$ cat src/rtl/width_convert_gear.sv
// Stream width converter placed behind a first-word-fall-through FIFO read port.
// Up-converts, down-converts or passes through, depending on ISIZE versus OSIZE.
// Narrow lanes are numbered in ORDER; rd_keep uses the same numbering.
module width_convert_gear #(
    parameter int    ISIZE     = 4,
    parameter int    OSIZE     = 8,
    parameter string ORDER     = "LSB",
    parameter int    PAD_VALUE = 0,
    localparam int   LANE      = (ISIZE < OSIZE) ? ISIZE : OSIZE,
    localparam int   WIDE      = (ISIZE < OSIZE) ? OSIZE : ISIZE,
    localparam int   N         = WIDE / LANE,
    localparam int   KW        = OSIZE / LANE
) (
    input  logic             clock,
    input  logic             rst,
    input  logic [ISIZE-1:0] wr_data,
    input  logic             wr_vld,
    output logic             wr_ready,
    input  logic             wr_last,
    output logic [OSIZE-1:0] rd_data,
    output logic             rd_vld,
    input  logic             rd_ready,
    output logic             rd_last,
    output logic [KW-1:0]    rd_keep
);

    if ((WIDE % LANE) != 0) begin : g_bad_ratio
        $error("width_convert_gear: wider port must be a whole multiple of the narrower one");
    end

    if (OSIZE > ISIZE) begin : g_up
        localparam int              CW        = (N > 1) ? $clog2(N) : 1;
        localparam bit              MSB_FIRST = (ORDER == "MSB");
        localparam logic [LANE-1:0] PAD       = LANE'(PAD_VALUE);

        logic [CW-1:0]          cnt_q;
        logic [N-1:0][LANE-1:0] acc_q;
        logic [OSIZE-1:0]       data_q;
        logic [N-1:0]           keep_q;
        logic                   last_q;
        logic                   vld_q;
        logic                   ready_s;
        logic                   take_s;
        logic                   done_s;
        logic [OSIZE-1:0]       word_s;
        logic [N-1:0]           mask_s;
        logic [LANE-1:0]        lane_s;
        int                     pos_s;

        // Handshake: accept whenever the output slot is empty or drains this cycle
        always_comb begin
            ready_s = !rst && (!vld_q || rd_ready);
            take_s  = wr_vld && ready_s;
            done_s  = take_s && (wr_last || (cnt_q == CW'(N - 1)));
        end

        // Completed word: earlier lanes, the incoming lane, pad in the rest
        always_comb begin
            word_s = '0;
            mask_s = '0;
            lane_s = '0;
            pos_s  = 0;
            for (int j = 0; j < N; j++) begin
                if (j < int'(cnt_q)) begin
                    lane_s    = acc_q[j];
                    mask_s[j] = 1'b1;
                end else if (j == int'(cnt_q)) begin
                    lane_s    = wr_data;
                    mask_s[j] = 1'b1;
                end else begin
                    lane_s    = PAD;
                end
                pos_s = MSB_FIRST ? (N - 1 - j) : j;
                word_s[pos_s*LANE +: LANE] = lane_s;
            end
        end

        // Lane accumulation and output register load on completion
        always_ff @(posedge clock) begin
            if (rst) begin
                cnt_q  <= '0;
                acc_q  <= '0;
                data_q <= '0;
                keep_q <= '0;
                last_q <= 1'b0;
                vld_q  <= 1'b0;
            end else if (done_s) begin
                data_q <= word_s;
                keep_q <= mask_s;
                last_q <= wr_last;
                vld_q  <= 1'b1;
                cnt_q  <= '0;
                acc_q  <= '0;
            end else begin
                if (vld_q && rd_ready) begin
                    vld_q <= 1'b0;
                end
                if (take_s) begin
                    acc_q[cnt_q] <= wr_data;
                    cnt_q        <= cnt_q + CW'(1);
                end
            end
        end

        assign wr_ready = ready_s;
        assign rd_data  = data_q;
        assign rd_keep  = keep_q;
        assign rd_last  = last_q;
        assign rd_vld   = vld_q;
    end else if (ISIZE > OSIZE) begin : g_down
        localparam int CW        = (N > 1) ? $clog2(N) : 1;
        localparam bit MSB_FIRST = (ORDER == "MSB");

        logic [ISIZE-1:0] hold_q;
        logic [CW-1:0]    idx_q;
        logic             held_last_q;
        logic             vld_q;
        logic             keep_q;
        logic             end_s;
        logic             ready_s;
        logic             take_s;
        int               sel_s;

        // Handshake: a new wide word may load on the edge its predecessor's last lane leaves
        always_comb begin
            end_s   = (idx_q == CW'(N - 1));
            ready_s = !rst && (!vld_q || (rd_ready && end_s));
            take_s  = wr_vld && ready_s;
            sel_s   = MSB_FIRST ? (N - 1 - int'(idx_q)) : int'(idx_q);
        end

        // Hold register and lane index
        always_ff @(posedge clock) begin
            if (rst) begin
                hold_q      <= '0;
                idx_q       <= '0;
                held_last_q <= 1'b0;
                vld_q       <= 1'b0;
                keep_q      <= 1'b0;
            end else if (take_s) begin
                hold_q      <= wr_data;
                idx_q       <= '0;
                held_last_q <= wr_last;
                vld_q       <= 1'b1;
                keep_q      <= 1'b1;
            end else if (vld_q && rd_ready) begin
                if (end_s) begin
                    vld_q <= 1'b0;
                end else begin
                    idx_q <= idx_q + CW'(1);
                end
            end else begin
                vld_q <= vld_q;
            end
        end

        assign wr_ready = ready_s;
        assign rd_data  = hold_q[sel_s*LANE +: LANE];
        assign rd_keep  = keep_q;
        assign rd_last  = held_last_q && end_s;
        assign rd_vld   = vld_q;
    end else begin : g_pass
        logic [OSIZE-1:0] data_q;
        logic             last_q;
        logic             vld_q;
        logic             keep_q;
        logic             ready_s;

        // Handshake: single register stage with full throughput
        always_comb begin
            ready_s = !rst && (!vld_q || rd_ready);
        end

        // Single output register
        always_ff @(posedge clock) begin
            if (rst) begin
                data_q <= '0;
                last_q <= 1'b0;
                vld_q  <= 1'b0;
                keep_q <= 1'b0;
            end else if (wr_vld && ready_s) begin
                data_q <= wr_data;
                last_q <= wr_last;
                vld_q  <= 1'b1;
                keep_q <= 1'b1;
            end else if (rd_ready) begin
                vld_q <= 1'b0;
            end else begin
                vld_q <= vld_q;
            end
        end

        assign wr_ready = ready_s;
        assign rd_data  = data_q;
        assign rd_keep  = keep_q;
        assign rd_last  = last_q;
        assign rd_vld   = vld_q;
    end

endmodule

$ cat config.mk
export PLATFORM = sky130hd
export DESIGN_NAME = width_convert_gear
export DESIGN_NICKNAME = d
export VERILOG_FILES = /design/src/rtl/width_convert_gear.sv
export SDC_FILE = /design/constraint.sdc
export NUM_CORES = 1
export LEC_CHECK = 0
export CAP_MARGIN = 20
export CORE_MARGIN = 3
export CORE_UTILIZATION = 46
export DETAILED_ROUTE_END_ITERATION = 6
export PLACE_DENSITY_LB_ADDON = 0.1
export SYNTH_ARGS = -nofsm -noshare
export SYNTH_HDL_FRONTEND = slang
export SYNTH_SLANG_ARGS = --single-unit
$ cat constraint.sdc
create_clock -name clock -period 1.9 [get_ports clock]
set_input_delay 0.38 -clock clock [delete_from_list [all_inputs] [get_ports clock]]
set_output_delay 0.38 -clock clock [all_outputs]
set_load 0.005 [all_outputs]
==> reports/qor.yml, run 1 <==
power_leakage_nw: 0.3551
cts_buffers: 3
synth_top_area_cell: "dfxtp_1"
cap_violations: 0
rsz0062_at_grt: "no"
cts_resized: 0
synthTopCellsByArea: "dfxtp_1 (51%), a21oi_1 (6.0%), mux2i_1 (6.0%)"
p_sw_frac: 0.2475
worst-path-buf-inv: 1
core_mm2: 0.001334
post_cts_buffers: 0
power_uw: 681.5
startpoint_type: "flop"
p_comb_frac: 0.155
grt_max_degree: 11
required_ns: 1.52
numPortBuffers: 21
cts.htree.levels: 1
synthTopCellsByCount: "dfxtp_1 (17), a21oi_1 (8), o21ai_0 (5)"
worstMarginPinSlew_ns: 0.4024
synth_top_family_by_area: "compound AO/OA/AOI/OAI gates"
max_stage_delay_ns: 0.51
hp-class: "flop to flop"
dpl.cell_count: 102
min_period_ns: 1.533
critical_path.cell_chain: "clkdlybuf4s50_1"
avgSynthCellArea_um2: 10.12
wl_per_cell_um: 13.70
clk_latency_ns: 0.29
place_hpwl_mm: 1.070
synthXorXnorAreaFrac: 0
die_w_um: 44.11
synth-compound-area-share: 0.2453
firstDrtPassIters: 4
die-area_mm2: 0.001946
critPathKind: "flop to output pin"
syn_nets: 75
slowest_stage: "clkdlybuf4s50_1"
multi_input_area_um2: 294.0
grt_usage: 0.1787
via_count: 587
area_growth_pct: 39.33
ys_ff_latch: 17
seq_power_share: 0.563
period_share: 0.8066
dieHeight_um: 44.11
synth_cell_type_count: 19
yosys.area_share.simple: 0.1348
clkTransAtPathRegs_ns: 0.10
gp_congestion: 0.8222
end_kind: "output pin"
hold_viol: 0
drc_errors: 0
power_density_mw_per_mm2: 732.1
synth_top_area_share: 0.5094
grt_pass1_vias: 597
fin_skew_ns: 0.002689
synth_warnings: 0
pwr-share-clk: 0.281
cts_tree: "yes"
p_int_uw: 512.8
yosysMostFrequentCell: "dfxtp_1"
ios: 22
cts_sinks: 17
n_antenna_cell: 0
place_ws_ns: 0.04571
rows: 13
ctsHoldBuffers: 0
grt_overflow: 0
power_switching_uw: 168.7
seq_area_frac_synth: 0.5094
setup_slack_ns: 0.3675
via_per_inst: 5.538
postSynthCellCount: 66
totalWireLength_mm: 1.452
arrival_ns: 1.15
synth-edff-count: 0
status: "completed"
async_reset_ff_frac: 0
drt_iter0_drc: 12
start_util: 0.5009
seq_area_um2: 340.3
fillers: 115
setup_viol: 0
antenna_found_initial: 0
crit_path_max_fanout: 3
synth_mux_area_frac: 0.05993
finalNonFillerCells: 106
clockRootBuffer: "clkbuf_4"
max-vdd-ir-drop_v: 0.0004197
antenna_left: 0
r2r_setup_slack_ns: 0.60
place_area_um2: 900.9
fin_setup_tns_ns: 0
fmax_mhz: 652.5
synth_area_um2: 668.1
max-slew-margin-rel: 0.7314
cts_buffer_depth: 2
synth_fa_ha_area_frac: 0
grt_pass1_wl_mm: 2.546
drv_slew: 0
final_nets: 101
synth_top_flop_cell: "dfxtp_1"
fin_area_um2: 930.9
cpLargestDelayFamily: "buffers and inverters"
drive_gt1_frac: 0.1099
-- worst paths after layout --
check | from | to | cells after the start
setup / recovery | rd_vld | rd_vld | 1
hold / removal | rd_keep[1] | rd_keep[1] | 1
setup reg to reg | g_up.cnt_q | rd_data[5] | 3
hold reg to reg | rd_keep[1] | rd_keep[1] | 1
-- power groups by stage --
stage	combinational (mW)	sequential, mW	clock (mW)
6_report	0.106	0.384	0.192
5_1_grt	0.116	0.386	0.213
4_1_cts	0.107	0.384	0.197
3_5_place_dp	0.106	0.392	0
3_3_place_gp	0.105	0.391	0
2_1_floorplan	0.0532	0.389	0
-- kinds of logic (layout without fill, tap and decap cells) --
kind of cell / Yosys count / in the layout
AOI/OAI and AO/OA: 23 / 23
DFF: 17 / 17
and+or+nand+nor: 16 / 16
buffers and inverters: 6 / 31
muxes: 4 / 4
-- flip-flops by register name, summed over array words and instances, names as in the netlist --
name        count
g_up.acc_q      4
g_up.cnt_q      1
rd_data         8
rd_keep         2
rd_last         1
rd_vld          1
-- metrics by stage --
step,hold WS (ns),util
after CTS,0.4617,0.6961
after floorplan,0.4421,-
after global routing,0.4839,0.6979
after detailed placement,0.4385,0.6754
final,0.4583,0.6979
after global placement,0.4318,0.6754
-- placed cells by master (no fill, tap or decap), types with 4 or more instances in the layout --
cell / count
a21oi_1: 8
buf_4: 4
dfxtp_1: 17
o21ai_0: 5
o2bb2ai_1: 4
a22o_1: 4
clkdlybuf4s50_1: 20
mux2i_1: 4
nand4_1: 4
-- per-layer routing --
metal	vias up	part of all wire	track usage	routed length [um]
met4	0	0.029	0.1084	42
met5	-	0	0	0
met2	21	0.45	0.2791	659
met1	268	0.44	0.2145	641
li1	293	-	-	-
met3	5	0.075	0.05285	109
-- cell type report --
| class | count | area share |
|---|---|---|
| Clock buffer | 3 | 0.02419 |
| Clock inverter | 1 | 0.005376 |
| Inverter | 2 | 0.008065 |
| Multi-Input combinational cell | 43 | 0.3159 |
| Sequential cell | 17 | 0.3656 |
| Tap cell | 15 | 0.02016 |
| Timing Repair Buffer | 25 | 0.2608 |
(Power assumes the default switching activity.)
==> inputs of run 2 (changes only) <==
- CORE_UTILIZATION: 46 -> 39
- clock period: 1.9 -> 1.34 ns (I/O delays scaled with it)
==> reports/qor.yml, run 2 (synthesis results as in run 1) <==
drive_gt1_frac: 0.3021  # +0.1922
worst-path-buf-inv: 1  # unchanged
startpoint_type: "input port"
clk_latency_ns: 0.29  # about the same
numPortBuffers: 21  # unchanged
critical_path.cell_chain: "clkdlybuf4s50_1 > nand2b_2 > and3_1 > a22o_1"
area_growth_pct: 44.57
clkTransAtPathRegs_ns: 0.10  # about the same
grt_pass1_vias: 514  # -14%
crit_path_max_fanout: 6  # +3
wl_per_cell_um: 13.41  # -2.1%
rows: 14  # +1
ios: 22  # unchanged
die-area_mm2: 0.002246  # +15%
end_kind: "flop"
hp-class: "flop to flop"
worstMarginPinSlew_ns: 0.3240  # -0.07839 ns
gp_congestion: 0.7870  # -4.3%
mostFrequentLayoutCells: "dlygate4sd2_1 (12), dfxtp_2 (11), buf_4 (9)"
die_w_um: 47.39  # +7.4%
whs_ns: 0.4457  # -0.01259 ns
grt_overflow: 0  # unchanged
dpl.cell_count: 108  # +5.9%
power_uw: 968.9  # +42%
final_nets: 106  # +5.0%
max_stage_delay_ns: 0.43  # -0.08 ns
firstDrtPassIters: 4  # unchanged
via_count: 600  # +2.2%
place_area_um2: 939.7  # +4.3%
critPathKind: "input port to flop"
period_share: 0.9486
n_antenna_cell: 0  # unchanged
cts_tree: "yes"
largest_register_ffs: 8  # unchanged
via_per_inst: 5.357  # -3.3%
slowest_stage: "clkdlybuf4s50_1"
clockRootBuffer: "clkbuf_4"
rsz0062_at_grt: "no"
fin_area_um2: 965.9  # +3.8%
cap_violations: 0  # unchanged
dieHeight_um: 47.39  # +7.4%
status: "completed"
grt_pass1_wl_mm: 2.277  # -11%
max-slew-margin-rel: 0.7840  # +0.05263
power_leakage_nw: 0.4273  # +20%
drv_slew: 0  # unchanged
core_mm2: 0.001559  # +17%
grt_usage: 0.1455  # -0.03318
cts.htree.levels: 1  # unchanged
grt_max_degree: 11  # unchanged
finalNonFillerCells: 112  # +5.7%
arrival_ns: 1.45  # +0.30 ns
post_cts_buffers: 0  # unchanged
cts_buffer_depth: 2  # unchanged
cts_sinks: 17  # unchanged
totalWireLength_mm: 1.502  # +3.4%
drc_errors: 0  # unchanged
max-vdd-ir-drop_v: 0.0009605  # +130%
hold_viol: 0  # unchanged
required_ns: 1.52  # about the same
antenna_found_initial: 0  # unchanged
fin_skew_ns: 0.006869  # +0.004180 ns
start_util: 0.4286  # -0.07237
r2r_setup_slack_ns: 0.18  # -0.42 ns
min_period_ns: 1.271
setup_viol: 0  # unchanged
fmax_mhz: 786.7
antenna_left: 0  # unchanged
fin_setup_tns_ns: 0  # unchanged
cts_buffers: 3  # unchanged
cpLargestDelayFamily: "simple AND/OR/NAND/NOR gates"
place_hpwl_mm: 1.063  # -0.70%
drt_iter0_drc: 21  # +9
power_density_mw_per_mm2: 1003  # +37%
final_common_cell: "dlygate4sd2_1"
## run 2: changes by cell type in the layout (fill, tap and decap cells not counted), sizes merged
cell           delta
buf               +5
dlymetal6s2s      -1
dlygate4sd2      +12
clkdlybuf4s50    -12
clkbuf            +1
## run 2: timing repair
action,4_1_cts,5_1_grt
endpoints found under the setup margin,13,5
cloned,0,0
resized for setup,25,3
hold buffers,0,0
## run 2: metal layers
layer  vias to the layer above  track usage  share of wire
li1                        300            -              -
met1                       279       0.1950           0.44
met2                        19       0.2273           0.48
met3                         2      0.05747          0.071
met4                         0      0.01657         0.0060
met5                         -            0              0
## run 2: area by class of cell
| cell class | count | area, um^2 |
|---|---|---|
| Clock buffer | 3 | 22.52 |
| Clock inverter | 1 | 5.005 |
| Fill cell | 145 | 593.1 |
| Inverter | 2 | 7.507 |
| Multi-Input combinational cell | 43 | 299.0 |
| Sequential cell | 17 | 354.1 |
| Tap cell | 16 | 20.02 |
| Timing Repair Buffer | 30 | 257.7 |
## run 2: stage by stage
stage | worst slack [ns] | util
6_report | 0.06893 | 0.6196
5_1_grt | 0.001004 | 0.6196
4_1_cts | -0.02311 | 0.6196
3_5_place_dp | -0.2978 | 0.6027
3_3_place_gp | -0.3060 | 0.6027
2_1_floorplan | 0.2024 | -
## run 2: final timing paths
check                                 from          to  depth (start not counted)
worst max register to register      rd_vld  rd_data[7]                          4
worst min register to register  rd_keep[1]  rd_keep[1]                          1
worst min-delay path            rd_keep[1]  rd_keep[1]                          1
worst max-delay path              rd_ready  rd_data[7]                          4
## run 2: where the power goes
part / internal (mW) / switching [mW]
combinational: 0.0858 / 0.0714
clock: 0.111 / 0.160
sequential: 0.531 / 0.0101
total: 0.728 / 0.241
==> inputs of run 3 (changes only) <==
- SETUP_SLACK_MARGIN: not set -> 0.15
==> reports/qor.yml, run 3 (synthesis results as in run 1) <==
status: "completed"
grt_pass1_vias: 536  # +4.3%
antenna_found_initial: 0  # unchanged
die-area_mm2: 0.002246  # unchanged
ctsHoldBuffers: 0  # unchanged
drc_errors: 0  # unchanged
core_mm2: 0.001559  # unchanged
area_growth_pct: 55.81
fin_setup_tns_ns: 0  # unchanged
hold_viol: 0  # unchanged
cts_buffers: 3  # unchanged
cpLargestDelayFamily: "buffers and inverters"
clockRootBuffer: "clkbuf_4"
wl_per_cell_um: 14.76  # +10%
drive_gt1_frac: 0.3776  # +0.07547
slowest_stage: "clkdlybuf4s50_1"
place_hpwl_mm: 1.063  # unchanged
setup_viol: 0  # unchanged
grt_overflow: 0  # unchanged
cts.htree.levels: 1  # unchanged
power_switching_uw: 261.7  # +8.5%
fin_skew_ns: 0.009070  # +0.002201 ns
hp-class: "input port to flop"
ios: 22  # unchanged
max-slew-margin-rel: 0.8388  # +0.05480
critPathKind: "input port to flop"
power_density_mw_per_mm2: 961.8  # -4.1%
rows: 14  # unchanged
cts_tree: "yes"
die_w_um: 47.39  # unchanged
startpoint_type: "input port"
critical_path.cell_chain: "clkdlybuf4s50_1 > buf_4 > nor2b_4 > and3_4 > a22o_1"
period_share: 0.9112  # -0.03735
power_leakage_nw: 0.4554  # +6.6%
largest_register_ffs: 8  # unchanged
end_kind: "flop"
required_ns: 1.52  # about the same
cts_sinks: 17  # unchanged
min_period_ns: 1.221  # -0.05005 ns
gp_congestion: 0.7870  # unchanged
worst-path-buf-inv: 2  # +1
dieHeight_um: 47.39  # unchanged
firstDrtPassIters: 4  # unchanged
totalWireLength_mm: 1.683  # +12%
clkTransAtPathRegs_ns: 0.09  # about the same
crit_path_max_fanout: 5  # -1
p_comb_frac: 0.184  # +0.022
fmax_mhz: 819.0  # +4.1%
worstMarginPinSlew_ns: 0.2418  # -0.08220 ns
via_count: 644  # +7.3%
final_nets: 108  # +1.9%
cap_violations: 0  # unchanged
via_per_inst: 5.649  # +5.5%
pwr-share-clk: 0.275  # -0.004
p_int_uw: 739.6  # +1.6%
grt_max_degree: 11  # unchanged
seq_power_share: 0.541  # -0.017
start_util: 0.4286  # unchanged
antenna_left: 0  # unchanged
rsz0062_at_grt: "yes"
drt_iter0_drc: 23  # +9.5%
drv_slew: 0  # unchanged
clk_latency_ns: 0.29  # about the same
arrival_ns: 1.41  # -0.04 ns
whs_ns: 0.4204  # -0.02525 ns
cts_buffer_depth: 2  # unchanged
max-vdd-ir-drop_v: 0.0009760  # +1.6%
numPortBuffers: 21  # unchanged
n_antenna_cell: 0  # unchanged
final_common_cell: "dfxtp_2"
p_sw_frac: 0.2614  # +0.01245
grt_pass1_wl_mm: 2.477  # +8.8%
max_stage_delay_ns: 0.47  # +0.04 ns
grt_usage: 0.1618  # +0.01625
mostFrequentLayoutCells: "dfxtp_2 (11), dlygate4sd2_1 (9), buf_4 (9)"
run 3: cell types whose count changed in the layout (fill, tap and decap cells not counted), moves of 2 or more:
cell,previous run,this run
dlygate4sd2_1,12,9
buf_2,0,2
clkdlybuf4s15_1,0,2
clkdlybuf4s50_1,8,6
dlymetal6s2s_1,0,2
nor2b_4,0,2
run 3: layout make-up:
type	instances	area [um^2]
fill	142	518.0
multi-input combinational	44	359.1
sequential	17	354.1
timing repair buffer	31	272.8
clock buffer	3	22.52
tap	16	20.02
inverter	2	7.507
clock inverter	1	5.005
run 3: final timing paths:
| path | from | to | slack [ns] | cells past startpoint |
|---|---|---|---|---|
| max | rst | rd_data[7] | 0.12 | 5 |
| min | wr_last | rd_last | 0.42 | 4 |
| max reg2reg | rd_vld | rd_data[7] | 0.15 | 4 |
| min reg2reg | rd_keep[1] | rd_keep[1] | 0.45 | 1 |
run 3: layer usage:
metal  part of all wire  GRT usage  routed length [um]  up-vias
met5                  0          0                   0        -
li1                   -          -                   -      311
met1               0.46     0.2133                 778      304
met3              0.058    0.05747                  98        8
met4              0.019    0.01657                  32        0
met2               0.46     0.2620                 774       21
run 3: worst register-to-register path: stages (launching register included):
cell	delay (ns)
dfxtp_2	0.34
buf_4	0.10
nand2b_2	0.16
and3_4	0.25
a22o_1	0.23
run 3: timing repair:
action | 4_1_cts | 5_1_grt
setup buffers | 0 | 1
setup endpoints to repair | 24 | 19
pin swaps | 1 | 3
gates cloned | 1 | 0
resized for setup | 34 | 14
run 3: power by group through the flow:
stage                     Sequential [mW]  Clock, mW  Combinational, mW
after detailed placement            0.550          0              0.168
final                               0.542      0.275              0.184
after global routing                0.544      0.305              0.199
after floorplan                     0.552          0             0.0754
after CTS                           0.541      0.283              0.170
after global placement              0.550          0              0.168
run 3: stage by stage:
step / setup slack (ns) / power [mW] / util / cell area [um^2] / instances
after global routing: 0.08564 / 1.049 / 0.6677 / 1041 / 114
after detailed placement: -0.2978 / 0.7180 / 0.6027 / 939.7 / 108
after floorplan: 0.2024 / 0.6273 / - / 668.1 / 66
after CTS: -0.02278 / 0.9937 / 0.6404 / 998.5 / 113
final: 0.1190 / 1.001 / 0.6677 / 1041 / 114
after global placement: -0.3060 / 0.7175 / 0.6027 / 939.7 / 108
